**config.mk**
```make
export PLATFORM = sky130hd
export DESIGN_NAME = exc_ctrl
export DESIGN_NICKNAME = d
export VERILOG_FILES = /design/src/rtl/exc_ctrl.sv
export SDC_FILE = /design/constraint.sdc
export NUM_CORES = 1
export LEC_CHECK = 0
export CAP_MARGIN = 20
export CORE_MARGIN = 8
export CORE_UTILIZATION = 42
export CTS_BUF_LIST = sky130_fd_sc_hd__clkbuf_16
export DETAILED_ROUTE_END_ITERATION = 8
export HOLD_SLACK_MARGIN = 0.1
export PLACE_DENSITY = 0.91
export SLEW_MARGIN = 5
export SYNTH_ARGS = -nofsm -noshare
export SYNTH_HDL_FRONTEND = slang
export SYNTH_SLANG_ARGS = --single-unit
```
**constraint.sdc**
```tcl
create_clock -name clk -period 4.8 [get_ports clk]
set_clock_uncertainty 0.2 [all_clocks]
set_input_delay 0.96 -clock clk [delete_from_list [all_inputs] [get_ports clk]]
set_output_delay 0.96 -clock clk [all_outputs]
set_load 0.02 [all_outputs]
```
**src/rtl/exc_ctrl.sv**
```systemverilog
// Exception/interrupt sequencer beside WB: picks the winning cause, commits it to CP0,
// redirects the PC and holds cancel until the wrong-path instructions have drained.
module exc_ctrl #(
  parameter logic [31:0] EXC_ENTER_ADDR = 32'hBFC00380,
  parameter int unsigned FLUSH_CYCLES   = 2
) (
  input  logic        clk,
  input  logic        resetn,
  input  logic        wb_valid,
  input  logic [31:0] wb_pc,
  input  logic [31:0] dm_addr,
  input  logic [6:0]  exc_vec,
  input  logic        eret,
  input  logic [31:0] epc,
  input  logic        status_ie,
  input  logic        status_exl,
  input  logic [5:0]  int_mask,
  input  logic [5:0]  hw_int,
  output logic        wb_kill,
  output logic        exc_commit,
  output logic        eret_commit,
  output logic [4:0]  exc_code,
  output logic [31:0] epc_out,
  output logic        badvaddr_wen,
  output logic [31:0] badvaddr,
  output logic [5:0]  ip_pending,
  output logic [32:0] exc_bus,
  output logic        cancel,
  output logic        busy
);

  typedef enum logic [1:0] {IDLE, REDIRECT, FLUSH} state_e;

  state_e      state_q, state_d;
  logic [3:0]  flushCnt_q, flushCnt_d;
  logic [5:0]  ipSync_q, ipPending_q;
  logic        isEret_q;
  logic [4:0]  excCode_q;
  logic [31:0] epcOut_q;
  logic        badWen_q;
  logic [31:0] badAddr_q;

  logic        intReq, anyExc, evt, load;
  logic [4:0]  causeCode;
  logic        causeBadWen;
  logic [31:0] causeBadAddr;

  // Fixed-priority cause encoder; an eret alone falls through with code 0 and no BadVAddr.
  always_comb begin
    intReq       = (|(ipPending_q & int_mask)) & status_ie & ~status_exl;
    anyExc       = |exc_vec;
    evt          = wb_valid & (intReq | anyExc | eret);
    causeCode    = 5'd0;
    causeBadWen  = 1'b0;
    causeBadAddr = 32'd0;
    if (intReq) begin
      causeCode = 5'd0;
    end else if (exc_vec[6]) begin
      causeCode    = 5'd4;
      causeBadWen  = 1'b1;
      causeBadAddr = wb_pc;
    end else if (exc_vec[5]) begin
      causeCode = 5'd10;
    end else if (exc_vec[4]) begin
      causeCode = 5'd12;
    end else if (exc_vec[3]) begin
      causeCode = 5'd8;
    end else if (exc_vec[2]) begin
      causeCode = 5'd9;
    end else if (exc_vec[1]) begin
      causeCode    = 5'd4;
      causeBadWen  = 1'b1;
      causeBadAddr = dm_addr;
    end else if (exc_vec[0]) begin
      causeCode    = 5'd5;
      causeBadWen  = 1'b1;
      causeBadAddr = dm_addr;
    end
  end

  always_comb begin
    state_d    = state_q;
    flushCnt_d = flushCnt_q;
    load       = 1'b0;
    unique case (state_q)
      IDLE: begin
        if (evt) begin
          state_d = REDIRECT;
          load    = 1'b1;
        end
      end
      REDIRECT: begin
        state_d    = FLUSH;
        flushCnt_d = 4'(FLUSH_CYCLES - 1);
      end
      FLUSH: begin
        if (flushCnt_q == 4'd0) state_d = IDLE;
        else                    flushCnt_d = flushCnt_q - 4'd1;
      end
      default: state_d = IDLE;
    endcase
  end

  always_ff @(posedge clk or negedge resetn) begin
    if (!resetn) begin
      state_q     <= IDLE;
      flushCnt_q  <= 4'd0;
      ipSync_q    <= 6'd0;
      ipPending_q <= 6'd0;
      isEret_q    <= 1'b0;
      excCode_q   <= 5'd0;
      epcOut_q    <= 32'd0;
      badWen_q    <= 1'b0;
      badAddr_q   <= 32'd0;
    end else begin
      state_q     <= state_d;
      flushCnt_q  <= flushCnt_d;
      ipSync_q    <= hw_int;
      ipPending_q <= ipSync_q;
      if (load) begin
        isEret_q  <= eret & ~(intReq | anyExc);
        excCode_q <= causeCode;
        epcOut_q  <= wb_pc;
        badWen_q  <= causeBadWen;
        badAddr_q <= causeBadAddr;
      end
    end
  end

  // resetn gates wb_kill so it reads 0 while reset is held, like every other output.
  assign wb_kill      = resetn & (state_q == IDLE) & wb_valid & (intReq | anyExc);
  assign exc_commit   = (state_q == REDIRECT) & ~isEret_q;
  assign eret_commit  = (state_q == REDIRECT) & isEret_q;
  assign exc_bus      = (state_q != REDIRECT) ? 33'd0 :
                        (isEret_q ? {1'b1, epc} : {1'b1, EXC_ENTER_ADDR});
  assign cancel       = (state_q != IDLE);
  assign busy         = (state_q != IDLE);
  assign exc_code     = excCode_q;
  assign epc_out      = epcOut_q;
  assign badvaddr_wen = badWen_q;
  assign badvaddr     = badAddr_q;
  assign ip_pending   = ipPending_q;

endmodule

```
==> results, run 1 <==
- For the final routed database, the setup TNS stands at 0 ns.
- Wires add up to 14.0 mm.
- The worst hold endpoint is ip_pending[1].
- Along the worst hold path, the cell count comes to 0.
- The initial antenna violation count is 0.
- The library cells used most frequently in the layout, excluding fill and tap cells, are clkdlybuf4s50_1 (231), dfrtp_1 (88), a22oi_1 (35), nor2b_1 (33), mux2_2 (32).
- The buffer depth of the longest clock path is 2.
- The number of instances in the synthesized netlist is 350.
- The post-route minimum period is between 4 and 5 ns.
- The combined area of all synthesized cells is between 0.004 and 0.005 mm².
- The post-route netlist has between 10 and 15% of its cells at a drive strength greater than 1.
- The number of enable-type register cells in the synthesized netlist is 0.
- The die height is 115 µm.
- The normalized max-slew margin is between 40% and 50%.
- The via count of the first global-routing pass is 3923.
- The worst reg-to-reg path cell count is 5.
- Leaving out fill and tap cells, the most frequent cell in the layout is clkdlybuf4s50_1.
- The number of detailed-route iterations in the first pass is 4.
- STA classifies the critical path endpoint as an output pin.
- The run finished with clean final reports.
- After floorplanning, the core was divided into 36 placement rows.
- Counting flops and latches in the post-synthesis netlist gives 88.
- For this design the total switching power over the nets is 1.38 mW.
- The power per standard cell area is roughly 560 mW/mm².
- Yosys mapped the design onto 42 distinct sky130hd cell types.
- The area added between synthesis and finish is 64.2%.
- The logic gate share of total power is 48.5%.
- In the finished design, the share of the clock period the worst path needs comes to between 90% and 100%.
- The number of buffer cells added on primary ports is ~230.
- The aggregate global routing overflow is 0.
- Of the total power, the clock network draws 19.3%.
- The first global-routing pass estimated about 21 mm of wire.
- Net switching is between 30% and 40% of the power.
- For this design the static power due to leakage is 2.84 nW.
- The endpoint of the worst-slack reg-to-reg timing path is epc_out[29].
- The share of the yosys chip area belonging to registers is a little over half.
- Setup repair after global routing left no endpoint under its margin.
- The Yosys warning count is 0.
- The number of sinks on the clock net is between 80 and 90.
- For the worst setup path, the data arrival time is between 3 and 4 ns.
- Summing all placed instances gives a cell area of 0.00647 mm².
- The total number of vias is between 3000 and 4000.
- Setup violations remaining at the end of the flow were counted as 0.
- 0 antenna diodes ended up in the layout.
- The post-layout net count is 693.
- The number of primary I/O pins is approximately 240.
- In this run the most critical hold path is launched from ipSync_q[1].
- The worst hold margin is between 0.1 and 0.15 ns.
- Once the clock tree was built, the setup fixing pass inserted 0 buffers.
- Registers are responsible for approximately a third of the overall power.
- The cell with the largest stage delay on the worst path is or4_4.
- The number of maximum-capacitance constraint violations is 0.
- The synthesized net count is between 400 and 500.
- The class of the tightest hold or removal check is flip-flop to flip-flop.
- Global routing used about a fifth of the available tracks across all layers.
- The largest vdd supply drop is approximately 0.00033 V.
- Timing analysis after detailed placement gives a worst setup slack of roughly 0.47 ns.
- Once the floorplan was initialized, standard cells occupied 42.8% of the core.
- The total DRC errors in the routed layout is 0.
- The post-CTS resize count is 0.
- The clock edge transition at the registers on the reported setup and hold paths is approximately 0.060 ns.
- The cell-internal power is ~2.4 mW.
- The number of filler cells placed in the layout is approximately 700.
- STA classifies the critical path startpoint as an input pin.
- TritonCTS built the clock tree.
- Timing would allow up to 231 MHz.
- The die covers 0.0133 mm².
- The setup slack on the worst flop-to-flop path is 2.35 ns.
- The predominant post-synthesis flop cell is dfrtp_1.
- The final hold violation count is 0.
- The later pin in the worst-skew pair is clocked with a latency of 0.33 ns.
- The half-perimeter wire length after detailed placement is 10.7 mm.
- The count of final max-slew check failures is 0.
- For the worst setup path, the data required time is approximately 3.6 ns.
- The number of hold buffers added after CTS was 0.
- The async set-or-reset flop fraction in the synthesized netlist is 100%.
- In this run the number of H-tree levels came out at 3.
- In this design, the critical path's most frequently occurring cell is clkdlybuf4s50_1.
- At the end of routability-driven placement, the weighted congestion stood at between 0.8 and 0.9.
- Entering global routing, the biggest net connects 70 pins.
- For the pin with the worst max-slew slack, the measured transition is approximately 0.87 ns.
- The finished cells cover approximately 0.0068 mm².
- The maximum fanout along the worst path is 5.
- The average vias per placed instance is 5.18.
- The wire length per cell after detailed routing is 19.7 µm.
- In this run the critical register-to-register path is launched from state_q[0].
- The critical path goes through clkdlybuf4s50_1 -> or4_4 -> or4_1 -> and3_1 -> clkdlybuf4s50_1.
- The count of nets left with antenna violations after detail routing is 0.
- In this run the standard cell core region covers roughly 0.0096 mm².
- The setup slack after layout is between 0.4 and 0.5 ns.
- The initial detailed-routing violation count is a little under 200.
- The root buffer selected by CTS is clkbuf_16.
- TritonCTS created 9 clock buffers.
- On the worst path, the slowest cell contributes a delay of roughly 0.59 ns.
- Each instance of the synthesized netlist takes up on average ~12 µm².
- At the end of the flow the core is filled with cells to 70.3%.
- The die span in x is between 100 and 150 µm.
- The worst setup path is of the input pin to output pin kind.
[per-stage QoR]
stage	cells	power (mW)
finish	709	3.80
global route	709	4.00
CTS	709	3.85
detailed placement	693	3.10
global placement	693	3.05
floorplan	350	2.21
[cell families after synthesis]
| family | after synthesis | synth area share (%) |
|---|---|---|
| AO/OA/AOI/OAI | 95 | 18.0 |
| other | 1 | 0.0908 |
| XOR/XNOR | 1 | 0.212 |
| multiplexers | 34 | 9.21 |
| flip-flops | 88 | 53.3 |
| adder cells (fa/ha/maj) | 1 | 0.303 |
| buffers and inverters | 47 | 6.63 |
| AND/OR/NAND/NOR | 83 | 12.2 |
[flip-flops by register name, indices dropped and copies added (netlist names)]
register	flops
badvaddr	32
state_q	2
epc_out	32
ip_pending	6
badvaddr_wen	1
flushCnt_q	4
isEret_q	1
ipSync_q	6
exc_code	4
[area by class of cell]
class / instances / area [µm²] / share of cell area, %
clock inverter: 7 / 88.8 / 1.31
sequential: 88 / 2200 / 32.5
inverter: 17 / 63.8 / 0.941
clock buffer: 9 / 225 / 3.32
multi-input combinational: 215 / 1660 / 24.4
tap: 133 / 166 / 2.45
timing repair buffer: 240 / 2380 / 35.1
[Yosys cell counts (2+ instances only)]
library cell / number / area share [%]
nand2b_1: 3 / 0.45
nor2_1: 6 / 0.55
dfrtp_1: 88 / 53
mux2_2: 32 / 8.7
a21oi_1: 17 / 2.1
a32o_1: 3 / 0.73
buf_4: 3 / 0.55
clkbuf_1: 17 / 1.5
o2bb2ai_2: 2 / 0.73
buf_6: 3 / 0.82
inv_1: 17 / 1.5
nor4_1: 2 / 0.30
buf_2: 3 / 0.36
a22oi_1: 35 / 6.4
nand2_1: 5 / 0.45
and3_1: 21 / 3.2
nor2b_1: 33 / 5.0
or2_2: 3 / 0.45
nor3_1: 2 / 0.24
o2bb2ai_1: 30 / 6.4
mux2i_1: 2 / 0.48
buf_12: 3 / 1.5
[critical path, delay by kind of cell]
kind	cells	cell delay, ns
buffers and inverters	2	0.98
and+or+nand+nor	3	1.23
[power by group through the flow]
stage                     Combinational, mW  Clock [mW]  Sequential, mW
after floorplan                       0.699           0            1.51
final                                  1.84       0.733            1.22
after global placement                 1.83           0            1.21
after global routing                   1.95       0.791            1.26
after CTS                              1.87       0.752            1.22
after detailed placement               1.86           0            1.23
[routing by layer]
| layer | share of wire, % | up-vias | routed length (µm) | global-route usage, % |
|---|---|---|---|---|
| met5 | 0 | - | 0 | 0 |
| met4 | 3.0 | 0 | 418 | 10.3 |
| met3 | 11 | 30 | 1500 | 7.30 |
| met2 | 50 | 172 | 7020 | 36.5 |
| met1 | 36 | 1758 | 5030 | 20.9 |
| li1 | - | 1713 | - | - |
[how the worst max path moves through the flow]
stage                     slack (ns)        from  cells after the start       to
final                           0.47  exc_vec[2]                      5  wb_kill
after detailed placement        0.47  exc_vec[2]                      5  wb_kill
after global placement          0.52  exc_vec[2]                      5  wb_kill
after CTS                       0.47  exc_vec[2]                      5  wb_kill
after global routing            0.41  exc_vec[2]                      5  wb_kill
after floorplan                 1.47  exc_vec[2]                      3  wb_kill
Power figures use the tool's default switching activity.
==> run 2: changes to the inputs <==
CTS_BUF_LIST = not set   (was sky130_fd_sc_hd__clkbuf_16)
==> results, run 2 (synthesized netlist as in run 1, its figures left out) <==
- The initial antenna violation count is 0 (unchanged).
- The post-CTS setup repair buffer count is 0 (unchanged).
- The cell area reported after detailed placement is 0.00647 mm² (unchanged).
- The initial core utilization came to 42.8% (unchanged).
- The final hold violation count is 0 (unchanged).
- The final weighted congestion of routability-driven global placement is 0.811 (unchanged).
- The number of antenna repair diodes was 0 (unchanged).
- The wire length of the first global-routing pass is 21.1 mm (about the same).
- The normalized max-slew margin is 40.6% (-1.4 points).
- The buffer depth of the longest clock path is 2 (unchanged).
- The full die area was 0.0133 mm² (unchanged).
- The path class of the tightest hold or removal check is flip-flop to flip-flop.
- The floorplan row count is 36 (unchanged).
- From synthesis to final layout, the design area changed by 61.7%.
- The arrival time at the worst endpoint is 3.18 ns (about the same).
- The area inside the core boundary is 0.00964 mm² (unchanged).
- The total number of vias came to 3670 (-0.082%).
- The wire length per cell after detailed routing is 19.8 µm (+0.64%).
- The worst setup path is captured at an output pin.
- The number of buffers created by CTS is 9 (unchanged).
- The maximum number of pins on one net before global-route repair is 70 (unchanged).
- The total power of the final layout is 3.62 mW (-4.6%).
- The static power due to leakage is 2.78 nW (-1.9%).
- The count of hold buffers inserted by post-cts repair is 0 (unchanged).
- The library cell used most frequently in the layout, excluding fill and tap cells, is clkdlybuf4s50_1.
- The number of buffer cells added on primary ports is 233 (unchanged).
- The maximum fanout along the worst path is 5 (unchanged).
- The worst hold margin is 0.155 ns (+0.00690 ns).
- The number of primary I/O pins came to 235 (unchanged).
- The clock edge transition at the registers on the reported setup and hold paths is 0.09 ns (+0.03 ns).
- The number of sinks on the clock net is 88 (unchanged).
- The post-CTS resize count came to 0 (unchanged).
- The largest vdd supply drop came to 0.000328 V (-0.86%).
- The count of final max-slew check failures is 0 (unchanged).
- The half-perimeter wire length after detailed placement is 10.7 mm (unchanged).
- In the layout the commonest cells are clkdlybuf4s50_1 (231), dfrtp_1 (88), a22oi_1 (35), nor2b_1 (33), mux2_2 (32).
- The total wire length is 14.1 mm (+0.64%).
- The clock insertion delay at the later pin of the skew report is 0.35 ns (+0.02 ns).
- The transition time at the pin with the least slew margin is 0.891 ns (+0.0213 ns).
- The TritonCTS clock tree is built.
- The post-route minimum period came to 4.34 ns (+0.00528 ns).
- The post-route fraction of the period consumed by the critical path was 90.4% (+0.11 points).
- The run finished with clean final reports.
- The die height is 115 µm (unchanged).
- The upper clock frequency limit is 231 MHz (-0.12%).
- The critical path class is input pin to output pin.
- The share of cells above drive strength 1 is 11.3% (unchanged).
- The aggregate global routing overflow is 0 (unchanged).
- The final design instance area without fill came to 0.00668 mm² (-1.5%).
- The total DRC errors in the routed layout is 0 (unchanged).
- The average vias per placed instance is 5.18 (about the same).
- The kind of launch point of the worst setup path is an input pin.
- The data required time of the critical path is 3.64 ns (about the same).
- The number of endpoints failing setup at the final stage is 0 (unchanged).
- Setup repair after global routing left no endpoint under its margin.
- The number of detailed-route iterations in the first pass is 4 (unchanged).
- The count of nets left with antenna violations after detail routing is 0 (unchanged).
- The overall global routing resource usage came to 20.5% (-0.063 points).
- The post-layout net count was 693 (unchanged).
- The initial detailed-routing violation count is 174 (-11%).
- The root buffer selected by CTS is clkbuf_8.
- The H-tree depth reported by CTS is 3 (unchanged).
- The number of maximum-capacitance constraint violations is 0 (unchanged).
- The setup slack on the worst flop-to-flop path was 2.27 ns (-0.08 ns).
- The power per standard cell area is 543 mW/mm² (-3.2%).
- The via count of the first global-routing pass was 3922 (-0.025%).
- The total negative slack for setup checks was 0 ns (unchanged).
- The die span in x is 115 µm (unchanged).
[run 2: changes by cell type in the layout (fill, tap and decap cells not counted), sizes merged]
cell / before / now
inv: 19 / 17
clkbuf: 9 / 11
[run 2: routing by layer]
layer | wire [µm] | share of wire [%] | GRT usage (%)
met5 | 0 | 0 | 0
met1 | 5100 | 36 | 20.9
met4 | 394 | 2.8 | 9.81
met3 | 1480 | 11 | 7.30
met2 | 7070 | 50 | 36.6
[run 2: layout make-up]
type	instances	area [µm²]
multi-input cells	215	1660
flip-flops and latches	88	2200
fillers	726	2960
well taps	133	166
inverters	17	63.8
clock inverters	5	81.3
clock buffers	11	131
repair buffers	240	2380
[run 2: worst paths after layout]
check,startpoint,end,cells past startpoint
min in group asynchronous,resetn,badvaddr[18],2
max reg2reg,state_q[0],epc_out[29],5
max,exc_vec[3],wb_kill,5
min reg2reg,ipSync_q[1],ip_pending[1],0
min,ipSync_q[1],ip_pending[1],0
max in group asynchronous,resetn,badvaddr[24],3
[run 2: per-stage QoR]
step / util (%) / instances / setup WS (ns)
finish: 69.3 / 709 / 0.463
global route: 69.3 / 709 / 0.418
CTS: 69.3 / 709 / 0.479
detailed placement: 67.1 / 693 / 0.473
global placement: 67.1 / 693 / 0.517
floorplan: - / 350 / 1.47
[run 2: power breakdown]
group / leakage (nW) / total [mW] / internal (mW) / switching [mW]
Sequential: 1.09 / 1.22 / 1.03 / 0.194
Clock: 0.104 / 0.555 / 0.294 / 0.261
Combinational: 1.58 / 1.85 / 0.937 / 0.911
Total: 2.78 / 3.62 / 2.26 / 1.37
[run 2: worst max-delay path, cell delays in order]
cell	delay, ns
clkdlybuf4s50_1	0.46
or4_4	0.58
or4_1	0.45
and3_1	0.19
clkdlybuf4s50_1	0.54
